[config.mk]
export PLATFORM = sky130hd
export DESIGN_NAME = posi_ref_fetch
export DESIGN_NICKNAME = d
export VERILOG_FILES = /design/src/rtl/posi_ref_fetch.sv
export SDC_FILE = /design/constraint.sdc
export NUM_CORES = 1
export LEC_CHECK = 0
export ABC_AREA = 1
export CORE_ASPECT_RATIO = 0.9
export CORE_UTILIZATION = 44
export DETAILED_ROUTE_END_ITERATION = 8
export GPL_TIMING_DRIVEN = 0
export PLACE_DENSITY = 0.79
export SETUP_SLACK_MARGIN = 0.2
export SKIP_CTS_REPAIR_TIMING = 1
export SLEW_MARGIN = 25
export SYNTH_ARGS = -nofsm -noshare
export SYNTH_HDL_FRONTEND = slang
export SYNTH_SLANG_ARGS = --single-unit
[constraint.sdc]
create_clock -name clk -period 2.9 [get_ports clk]
set_clock_uncertainty 0.15 [all_clocks]
set_input_delay 0.58 -clock clk [delete_from_list [all_inputs] [get_ports clk]]
set_output_delay 0.58 -clock clk [all_outputs]
set_load 0.01 [all_outputs]
[src/rtl/posi_ref_fetch.sv]
`default_nettype none
//==============================================================================
// Module   : posi_ref_fetch
// Brief    : Post-intra reference-pixel fetch. Reads the row / column /
//            frame-row neighbour RAMs and streams one block's intra reference
//            groups (bottom-left -> corner -> top-right), one beat per cycle.
//            A read issued in cycle t gives a registered beat in cycle t+2.
// Options  : POSI_REF_PAD_EN - unavailable beats carry padded pixels instead
//            of zero data.
// Revision : 1.0 - initial release
//==============================================================================
module posi_ref_fetch #(
    parameter int PIXEL_WIDTH = 8,
    parameter int PIC_X_WIDTH = 8,
    parameter int PIC_Y_WIDTH = 8
) (
    input  logic                       clk,
    input  logic                       rstn,
    input  logic                       start_i,
    output logic                       done_o,
    input  logic [1:0]                 blk_siz_i,
    input  logic [3:0]                 blk_4x4_x_i,
    input  logic [3:0]                 blk_4x4_y_i,
    input  logic [PIC_X_WIDTH-1:0]     ctu_x_cur_i,
    input  logic [PIC_X_WIDTH-1:0]     ctu_x_max_i,
    input  logic [PIC_Y_WIDTH-1:0]     ctu_y_cur_i,
    input  logic                       avail_bl_i,
    input  logic                       avail_ar_i,
    output logic                       row_rd_ena_o,
    output logic [7:0]                 row_rd_adr_o,
    input  logic [PIXEL_WIDTH*4-1:0]   row_rd_dat_i,
    output logic                       col_rd_ena_o,
    output logic [7:0]                 col_rd_adr_o,
    input  logic [PIXEL_WIDTH*4-1:0]   col_rd_dat_i,
    output logic                       fra_rd_ena_o,
    output logic [PIC_X_WIDTH+3:0]     fra_rd_adr_o,
    input  logic [PIXEL_WIDTH*4-1:0]   fra_rd_dat_i,
    output logic                       ref_val_o,
    output logic [1:0]                 ref_side_o,
    output logic [3:0]                 ref_idx_o,
    output logic                       ref_avl_o,
    output logic [PIXEL_WIDTH*4-1:0]   ref_dat_o
);

    typedef enum logic [1:0] {
        S_IDLE   = 2'd0,
        S_LEFT   = 2'd1,
        S_CORNER = 2'd2,
        S_TOP    = 2'd3
    } state_t;

    localparam logic [1:0] SIDE_LEFT   = 2'd0;
    localparam logic [1:0] SIDE_TOP    = 2'd1;
    localparam logic [1:0] SIDE_CORNER = 2'd2;

    localparam logic [1:0] SRC_NONE = 2'd0;
    localparam logic [1:0] SRC_COL  = 2'd1;
    localparam logic [1:0] SRC_ROW  = 2'd2;
    localparam logic [1:0] SRC_FRA  = 2'd3;

    state_t state, state_nxt;
    logic [3:0] cnt, cnt_nxt;

    // block parameters captured when a fetch is accepted
    logic [1:0]             siz;
    logic [3:0]             bx, by;
    logic [PIC_X_WIDTH-1:0] cx, cxmax;
    logic [PIC_Y_WIDTH-1:0] cy;
    logic                   abl, aar;

    logic [3:0] n4, last_idx, start_n4, start_last;
    logic [3:0] bxm1, bym1;
    logic [4:0] ysum, xsum;
    logic       left_base, top_base;

    // issue stage (combinational) and read-latency stage (registered)
    logic       beat_val, beat_avl;
    logic [1:0] beat_side, beat_src;
    logic [3:0] beat_idx;
    logic       beat_last;
    logic       p1_val, p1_avl, p1_last;
    logic [1:0] p1_side, p1_src;
    logic [3:0] p1_idx;
    logic       last_q;

    logic [PIXEL_WIDTH*4-1:0] src_dat, sel_dat, beat_dat;

`ifdef POSI_REF_PAD_EN
    localparam logic [PIXEL_WIDTH-1:0] PAD_MID = {1'b1, {(PIXEL_WIDTH-1){1'b0}}};
    logic [PIXEL_WIDTH-1:0] pad_pix, pad_use;
    logic                   pad_have, p1_first;
`endif

    assign n4         = 4'd1 << siz;
    assign last_idx   = {n4[2:0], 1'b0} - 4'd1;
    assign start_n4   = 4'd1 << blk_siz_i;
    assign start_last = {start_n4[2:0], 1'b0} - 4'd1;
    assign bxm1       = bx - 4'd1;
    assign bym1       = by - 4'd1;
    assign ysum       = {1'b0, by} + {1'b0, cnt};
    assign xsum       = {1'b0, bx} + {1'b0, cnt};
    assign left_base  = !((cx == '0) && (bx == 4'd0));
    assign top_base   = !((cy == '0) && (by == 4'd0));

    // state and group counter
    always_ff @(posedge clk) begin
        if (rstn) begin
            state <= S_IDLE;
            cnt   <= '0;
        end else begin
            state <= state_nxt;
            cnt   <= cnt_nxt;
        end
    end

    // capture block parameters on an accepted start
    always_ff @(posedge clk) begin
        if (rstn) begin
            siz <= '0; bx <= '0; by <= '0; cx <= '0; cxmax <= '0; cy <= '0;
            abl <= 1'b0; aar <= 1'b0;
        end else if (state == S_IDLE && start_i) begin
            siz   <= blk_siz_i;
            bx    <= blk_4x4_x_i;
            by    <= blk_4x4_y_i;
            cx    <= ctu_x_cur_i;
            cxmax <= ctu_x_max_i;
            cy    <= ctu_y_cur_i;
            abl   <= avail_bl_i;
            aar   <= avail_ar_i;
        end
    end

    // next state, RAM read requests and per-beat availability
    always_comb begin
        state_nxt    = state;
        cnt_nxt      = cnt;
        row_rd_ena_o = 1'b0;
        row_rd_adr_o = '0;
        col_rd_ena_o = 1'b0;
        col_rd_adr_o = '0;
        fra_rd_ena_o = 1'b0;
        fra_rd_adr_o = '0;
        beat_val     = 1'b0;
        beat_avl     = 1'b0;
        beat_side    = SIDE_LEFT;
        beat_src     = SRC_NONE;
        beat_idx     = '0;
        beat_last    = 1'b0;
        case (state)
            S_IDLE: begin
                if (start_i) begin
                    state_nxt = S_LEFT;
                    cnt_nxt   = start_last;
                end
            end
            S_LEFT: begin
                beat_val     = 1'b1;
                beat_idx     = cnt;
                beat_avl     = left_base && !ysum[4] && ((cnt < n4) || abl);
                col_rd_adr_o = {bxm1, ysum[3:0]};
                col_rd_ena_o = beat_avl;
                beat_src     = beat_avl ? SRC_COL : SRC_NONE;
                if (cnt == 4'd0) state_nxt = S_CORNER;
                else             cnt_nxt   = cnt - 4'd1;
            end
            S_CORNER: begin
                beat_val  = 1'b1;
                beat_side = SIDE_CORNER;
                beat_avl  = left_base && top_base;
                if (by != 4'd0) begin
                    row_rd_adr_o = {bym1, bxm1};
                    row_rd_ena_o = beat_avl;
                    beat_src     = beat_avl ? SRC_ROW : SRC_NONE;
                end else begin
                    // block origin on column 0 takes the previous CTU's last group
                    fra_rd_adr_o = (bx == 4'd0) ? {cx - PIC_X_WIDTH'(1), 4'hF} : {cx, bxm1};
                    fra_rd_ena_o = beat_avl;
                    beat_src     = beat_avl ? SRC_FRA : SRC_NONE;
                end
                state_nxt = S_TOP;
                cnt_nxt   = '0;
            end
            S_TOP: begin
                beat_val  = 1'b1;
                beat_side = SIDE_TOP;
                beat_idx  = cnt;
                beat_last = (cnt == last_idx);
                beat_avl  = top_base && ((cnt < n4) || aar) &&
                            (!xsum[4] || ((by == 4'd0) && (cx != cxmax)));
                if (by != 4'd0) begin
                    row_rd_adr_o = {bym1, xsum[3:0]};
                    row_rd_ena_o = beat_avl;
                    beat_src     = beat_avl ? SRC_ROW : SRC_NONE;
                end else begin
                    fra_rd_adr_o = xsum[4] ? {cx + PIC_X_WIDTH'(1), xsum[3:0]} : {cx, xsum[3:0]};
                    fra_rd_ena_o = beat_avl;
                    beat_src     = beat_avl ? SRC_FRA : SRC_NONE;
                end
                if (beat_last) state_nxt = S_IDLE;
                else           cnt_nxt   = cnt + 4'd1;
            end
            default: state_nxt = S_IDLE;
        endcase
        // keep the RAMs quiet while reset is held
        if (rstn) begin
            row_rd_ena_o = 1'b0;
            col_rd_ena_o = 1'b0;
            fra_rd_ena_o = 1'b0;
        end
    end

    // carry beat metadata alongside the one-cycle RAM read
    always_ff @(posedge clk) begin
        if (rstn) begin
            p1_val <= 1'b0; p1_avl <= 1'b0; p1_last <= 1'b0;
            p1_side <= '0; p1_src <= '0; p1_idx <= '0;
        end else begin
            p1_val  <= beat_val;
            p1_avl  <= beat_avl;
            p1_last <= beat_last;
            p1_side <= beat_side;
            p1_src  <= beat_src;
            p1_idx  <= beat_idx;
        end
    end

    // select RAM data, replicate the corner pixel, substitute unavailable data
    always_comb begin
        case (p1_src)
            SRC_COL: src_dat = col_rd_dat_i;
            SRC_ROW: src_dat = row_rd_dat_i;
            SRC_FRA: src_dat = fra_rd_dat_i;
            default: src_dat = '0;
        endcase
        sel_dat = (p1_side == SIDE_CORNER) ? {4{src_dat[PIXEL_WIDTH-1:0]}} : src_dat;
`ifdef POSI_REF_PAD_EN
        // the first beat of a block never inherits a pixel from the previous block
        p1_first = (p1_side == SIDE_LEFT) && (p1_idx == last_idx);
        pad_use  = (p1_first || !pad_have) ? PAD_MID : pad_pix;
        beat_dat = p1_avl ? sel_dat : {4{pad_use}};
`else
        beat_dat = p1_avl ? sel_dat : '0;
`endif
    end

    // registered beat outputs and end-of-block pulse
    always_ff @(posedge clk) begin
        if (rstn) begin
            ref_val_o  <= 1'b0;
            ref_side_o <= '0;
            ref_idx_o  <= '0;
            ref_avl_o  <= 1'b0;
            ref_dat_o  <= '0;
            last_q     <= 1'b0;
            done_o     <= 1'b0;
        end else begin
            ref_val_o  <= p1_val;
            ref_side_o <= p1_side;
            ref_idx_o  <= p1_idx;
            ref_avl_o  <= p1_avl;
            ref_dat_o  <= beat_dat;
            last_q     <= p1_val && p1_last;
            done_o     <= last_q;
        end
    end

`ifdef POSI_REF_PAD_EN
    // remember lane 3 of the most recent available beat for padding
    always_ff @(posedge clk) begin
        if (rstn) begin
            pad_pix  <= '0;
            pad_have <= 1'b0;
        end else if (p1_val) begin
            if (p1_avl) begin
                pad_pix  <= beat_dat[PIXEL_WIDTH-1:0];
                pad_have <= 1'b1;
            end else if (p1_first) begin
                pad_have <= 1'b0;
            end
        end
    end
`endif

endmodule
`default_nettype wire

Yosys cells after proc, flatten, opt, wreduce, memory -nomap -nowiden
Index checks and enable logic that the tools add are counted.
{"block": "classes", "add_sub_neg": 10, "magnitude_cmp": 1, "n_eq_ne": 14, "shifts": 2, "muxes": 40, "n_bitwise": 3, "reduce_logical": 31}
{"cell": "case mux 32 bit (3 select lines)", "count": 1}
{"cell": "two-way mux 12 bit", "count": 4}
{"cell": "two-way mux 32 bit", "count": 1}
{"cell": "two-way mux 8 bit", "count": 3}
{"cell": "case mux 12 bit (2 select lines)", "count": 1}
{"cell": "subtractor 4 x 1 -> 4 bit, second input constant", "count": 5}
{"cell": "two-way mux 2 bit", "count": 9}
{"cell": "logical NOT 8 bit", "count": 2}
{"cell": "case mux 4 bit (4 select lines)", "count": 1}
{"cell": "case mux 8 bit (2 select lines)", "count": 1}
{"cell": "logical NOT 4 bit", "count": 3}
{"cell": "two-way mux 4 bit", "count": 3}
{"cell": "adder 4 x 4 -> 5 bit", "count": 2}
{"cell": "equality test 2 bit, second input constant", "count": 5}
{"cell": "logical AND 1 bit", "count": 10}
{"cell": "two-way mux 1 bit", "count": 10}
{"cell": "inequality test 2 bit, second input constant", "count": 5}
{"cell": "adder 8 x 1 -> 8 bit, second input constant", "count": 1}
{"cell": "inequality test 8 bit", "count": 1}
{"cell": "case mux 2 bit (4 select lines)", "count": 1}
{"cell": "OR reduction 2 bit", "count": 4}
{"cell": "subtractor 8 x 1 -> 8 bit, second input constant", "count": 1}
{"cell": "case mux 2 bit (3 select lines)", "count": 1}
{"cell": "AND reduction 3 bit", "count": 2}
{"cell": "15 further kinds", "count": 24}
{"block": "word_totals", "register_bits": 95, "out_inout_bits": 72, "elab_cells": 124}

Longest topological paths before layout
{"block": "logic_depth", "ltp_word": 8, "ltp_mapped": 13, "ltp_nobuf": 12}

Least setup slack after synthesis
No wires, ideal clock.
{"block": "synth_timing", "kind": "flip-flop to output port", "startpoint": "register cnt[0]", "endpoint": "output port fra_rd_adr_o[9]", "t_arrival_ps": 1914, "required_time_ps": 2170, "setup_slack_ps": 256, "stages_incl_launch_ff": 11, "cell_sequence": "dfxtp_1 -> ha_1 -> fa_1 -> nand2_1 -> nand2_1 -> a21oi_2 -> nor2_1 -> inv_1 -> nor2_2 -> xor2_1 -> o21ai_0"}
{"block": "synth_between", "elab_chain_len": 4}
{"element": "start: declaration", "line_no": "62", "rtl": "logic [3:0] cnt, cnt_nxt;"}
{"element": "start signal: assignment", "line_no": "112", "rtl": "cnt <= cnt_nxt;"}
{"element": "adder 4 x 4 -> 5 bit", "line_no": "101", "rtl": "assign xsum = {1'b0, bx} + {1'b0, cnt};"}
{"element": "two-way mux 12 bit", "line_no": "195", "rtl": "fra_rd_adr_o = xsum[4] ? {cx + PIC_X_WIDTH'(1), xsum[3:0]} : {cx, xsum[3:0]};"}
{"element": "two-way mux 12 bit", "line_no": "190", "rtl": "if (by != 4'd0) begin"}
{"element": "case mux 12 bit (2 select lines)", "line_no": "149", "rtl": "case (state)"}
{"element": "end: declaration", "line_no": "36", "rtl": "output logic [PIC_X_WIDTH+3:0] fra_rd_adr_o,"}
Every way passes these cells.

Worst setup path in the final report
Same ends and word-level chain as after synthesis.

==> results.ini <==
[synth]
syn_nets = 917
netlist_area_um2 = 5160
yosys_warnings = 0
seq_area_frac_synth_pct = 36.86
syn-mean-instance-area_um2 = 6.834
syn_inst = 755
ys_ff_latch = 95
ys_types = 41

[floorplanning]
core_area_um2 = 11430
num_rows = 37
dieArea_um2 = 12170
fp.dieH_um = 104.7
die_w_um = 116.2
initial_core_util_pct = 45.13
io_pins = 207

[min_path]
hp-class = reg -> reg
worstHoldStart = p1_idx[1]
worstHoldPathCells = 2
holdPathEnd = ref_idx_o[1]

[power]
p_leak_nw = 3.486
vdd_drop_max_mv = 0.4613
power_density_nw_per_um2 = 732.1

[routing]
firstDrtPassIters = 7
wl_per_cell_um = 15.01
antenna_left = 0
vias = 5740
via_per_inst = 5.004
wl_um = 17220
drc_errors = 0
drtIter0Drc = 377

[timing]
slew_viol_final = 0
tightest_slew_ns = 0.5288
min_period_over_period_pct = 104.1
fin_crit_ns = 3.020
rsz0062_at_grt = yes
setup_violations = 9
hold_ws_ns = 0.2501
final-hold-violation-count = 0
layout_setup_ws_ns = -0.1198
max_slew_margin_pct = 64.75
max_freq_mhz = 331.2

[finish]
multi_input_area_um2 = 3002
antenna_cells = 0
area_delta_synth_final_pct = 54.70
final_cells = 1147
fin_nets = 1148
regArea_um2 = 1923
drive_gt1_share_pct = 14.13
nFillCells = 973

[clock_network]
htree_levels = 3
cts_sinks = 95
cts_buffer_depth = 2
clk_pin_slew_worst_paths_ns = 0.07
clk_latency_ns = 0.35
cts_made_buffers = 9
cts_tree = built
clock-root-buffer = clkbuf_16

[worst_setup_path]
reg2reg_from = state[0]
path_common_cell = nand2_2
rr_endpoint = cnt[3]
reg2regPathDepth = 12
crit_path_end_kind = primary output
cp_slowest_cell = dfxtp_4
cp.arrival_ns = 2.29
critPathLaunchType = flop
critPathMaxStageDelay_ns = 0.36
worstPathMaxFanout = 4
crit_type = reg -> out
cp_data_required_time_ns = 2.17
regToRegSetupSlack_ns = 0.42
crit_chain = ha_4 > fa_2 > nand2_2 > nand2_2 > a21oi_4 > buf_6 > nor2_2 > inv_2 > nor2_4 > xor2_1 > o21ai_1 > buf_2

[run]
maxCapViolCount = 0

[grt]
grt_pass1_wl_um = 25680
first_global_vias = 5263
grt_max_degree = 19
antenna_found_initial = 1
track_usage_pct = 27.51
gr-total-overflow = 0

[place]
place_inst = 1116
hpwl_um = 13100
dp_slack_ns = -0.4117
numPortBuffers = 205
place_congestion = 0.8708

[run_status]
outcome = finished, violations left
violations = setup timing

==> power by group <==
group / switching (W) / internal [W] / leakage [nW]
Combinational: 0.00173 / 0.00120 / 2.56
Clock: 0.000562 / 0.000603 / 0.145
Sequential: 0.000211 / 0.00154 / 0.779
Total: 0.00250 / 0.00335 / 3.49
==> registers in the layout, summed over array words and instances (netlist names), 2 cells and up <==
register	flops
cxmax	8
ref_side_o	2
ref_dat_o	32
ref_idx_o	4
cy	8
state	2
siz	2
p1_side	2
cx	8
by	4
p1_idx	4
cnt	4
bx	4
p1_src	2
==> logic make-up (layout without fill, tap and decap cells) <==
logic type	count (synthesis)	after routing	synth area share (%)
XOR/XNOR	18	18	3.055
buffers and inverters	114	350	8.826
AND/OR/NAND/NOR	357	357	29.20
adder cells (fa/ha/maj)	27	27	6.984
flip-flops	95	95	36.86
AO/OA/AOI/OAI	144	144	15.08
==> cell usage in the layout, fill, tap and decap left out, types with 9 or more instances in the layout <==
cell type	instances
nand2_1	195
buf_4	13
nand3_1	48
ha_1	17
clkbuf_1	14
o21ai_0	48
buf_2	21
nand2_2	10
inv_2	9
a21oi_1	64
inv_1	73
nor2_1	75
dlymetal6s2s_1	10
dfxtp_1	86
clkdlybuf4s50_1	178
o21ai_1	9
clkbuf_16	9
==> per-layer routing <==
layer  vias up  routed length, um  GRT usage [%]  part of all wire [%]
met5         -                  0              0                     0
met4         0                506          11.08                   2.9
met3        39               1285          7.773                   7.5
met2       225               8433          47.41                    49
met1      2591               6996          31.60                    41
li1       2885                  -              -                     -
==> cells in the mapped netlist (all sizes together) <==
cell / instances / share of area (%)
a211oi: 1 / 0.24
a21oi: 70 / 6.9
a22oi: 1 / 0.15
a31oi: 1 / 0.12
buf: 15 / 1.6
clkbuf: 14 / 1.0
clkinv: 1 / 0.073
dfxtp: 95 / 37
fa: 3 / 1.2
ha: 24 / 5.8
inv: 84 / 6.1
nand2: 206 / 15
nand3: 54 / 5.9
nand4: 4 / 0.61
nor2: 85 / 6.4
nor3: 4 / 0.48
nor4: 1 / 0.12
o2111ai: 1 / 0.17
o21ai: 60 / 5.9
o21bai: 1 / 0.36
o22ai: 6 / 0.73
o31ai: 1 / 0.15
o32ai: 1 / 0.17
o41ai: 1 / 0.17
or2: 3 / 0.36
xnor2: 8 / 1.4
xor2: 10 / 1.7
==> per-stage QoR <==
| stage | TNS (ns) | total power (W) | util (%) | area, um^2 |
|---|---|---|---|---|
| floorplan | 0 | 0.003408 | - | 5160 |
| global placement | -3.543 | 0.004311 | 64.78 | 7407 |
| detailed placement | -3.424 | 0.004360 | 64.78 | 7407 |
| CTS | -11.60 | 0.005533 | 67.29 | 7695 |
| global route | -1.362 | 0.006231 | 69.81 | 7983 |
| finish | -0.5543 | 0.005844 | 69.81 | 7983 |
==> worst max-delay path, delay by kind of cell, from the launching register on <==
| family | cells | cell delay [ns] |
|---|---|---|
| fa+ha+maj | 2 | 0.53 |
| flops | 1 | 0.36 |
| xor+xnor | 1 | 0.14 |
| simple gates | 4 | 0.22 |
| buf+inv | 3 | 0.34 |
| compound gates | 2 | 0.33 |
==> final cells by class <==
class / instances / share of cell area [%]
Multi-Input combinational cell: 546 / 37.60
Buffer: 29 / 1.755
Sequential cell: 95 / 24.09
Timing Repair Buffer: 220 / 26.43
Tap cell: 156 / 2.445
Inverter: 85 / 4.075
Clock buffer: 9 / 2.821
Clock inverter: 7 / 0.7837
==> how the worst max path moves through the flow <==
| stage | start | to | slack, ns | cells after the start |
|---|---|---|---|---|
| final | cnt[0] | fra_rd_adr_o[9] | -0.12 | 12 |
| after global routing | cnt[0] | fra_rd_adr_o[9] | -0.22 | 12 |
| after detailed placement | cnt[0] | fra_rd_ena_o | -0.41 | 12 |
| after floorplan | cnt[0] | fra_rd_adr_o[9] | 0.26 | 10 |
| after global placement | cnt[0] | fra_rd_adr_o[8] | -0.42 | 11 |
| after CTS | cnt[0] | fra_rd_ena_o | -0.79 | 12 |
Note: power is estimated with default switching activity, not from simulation.
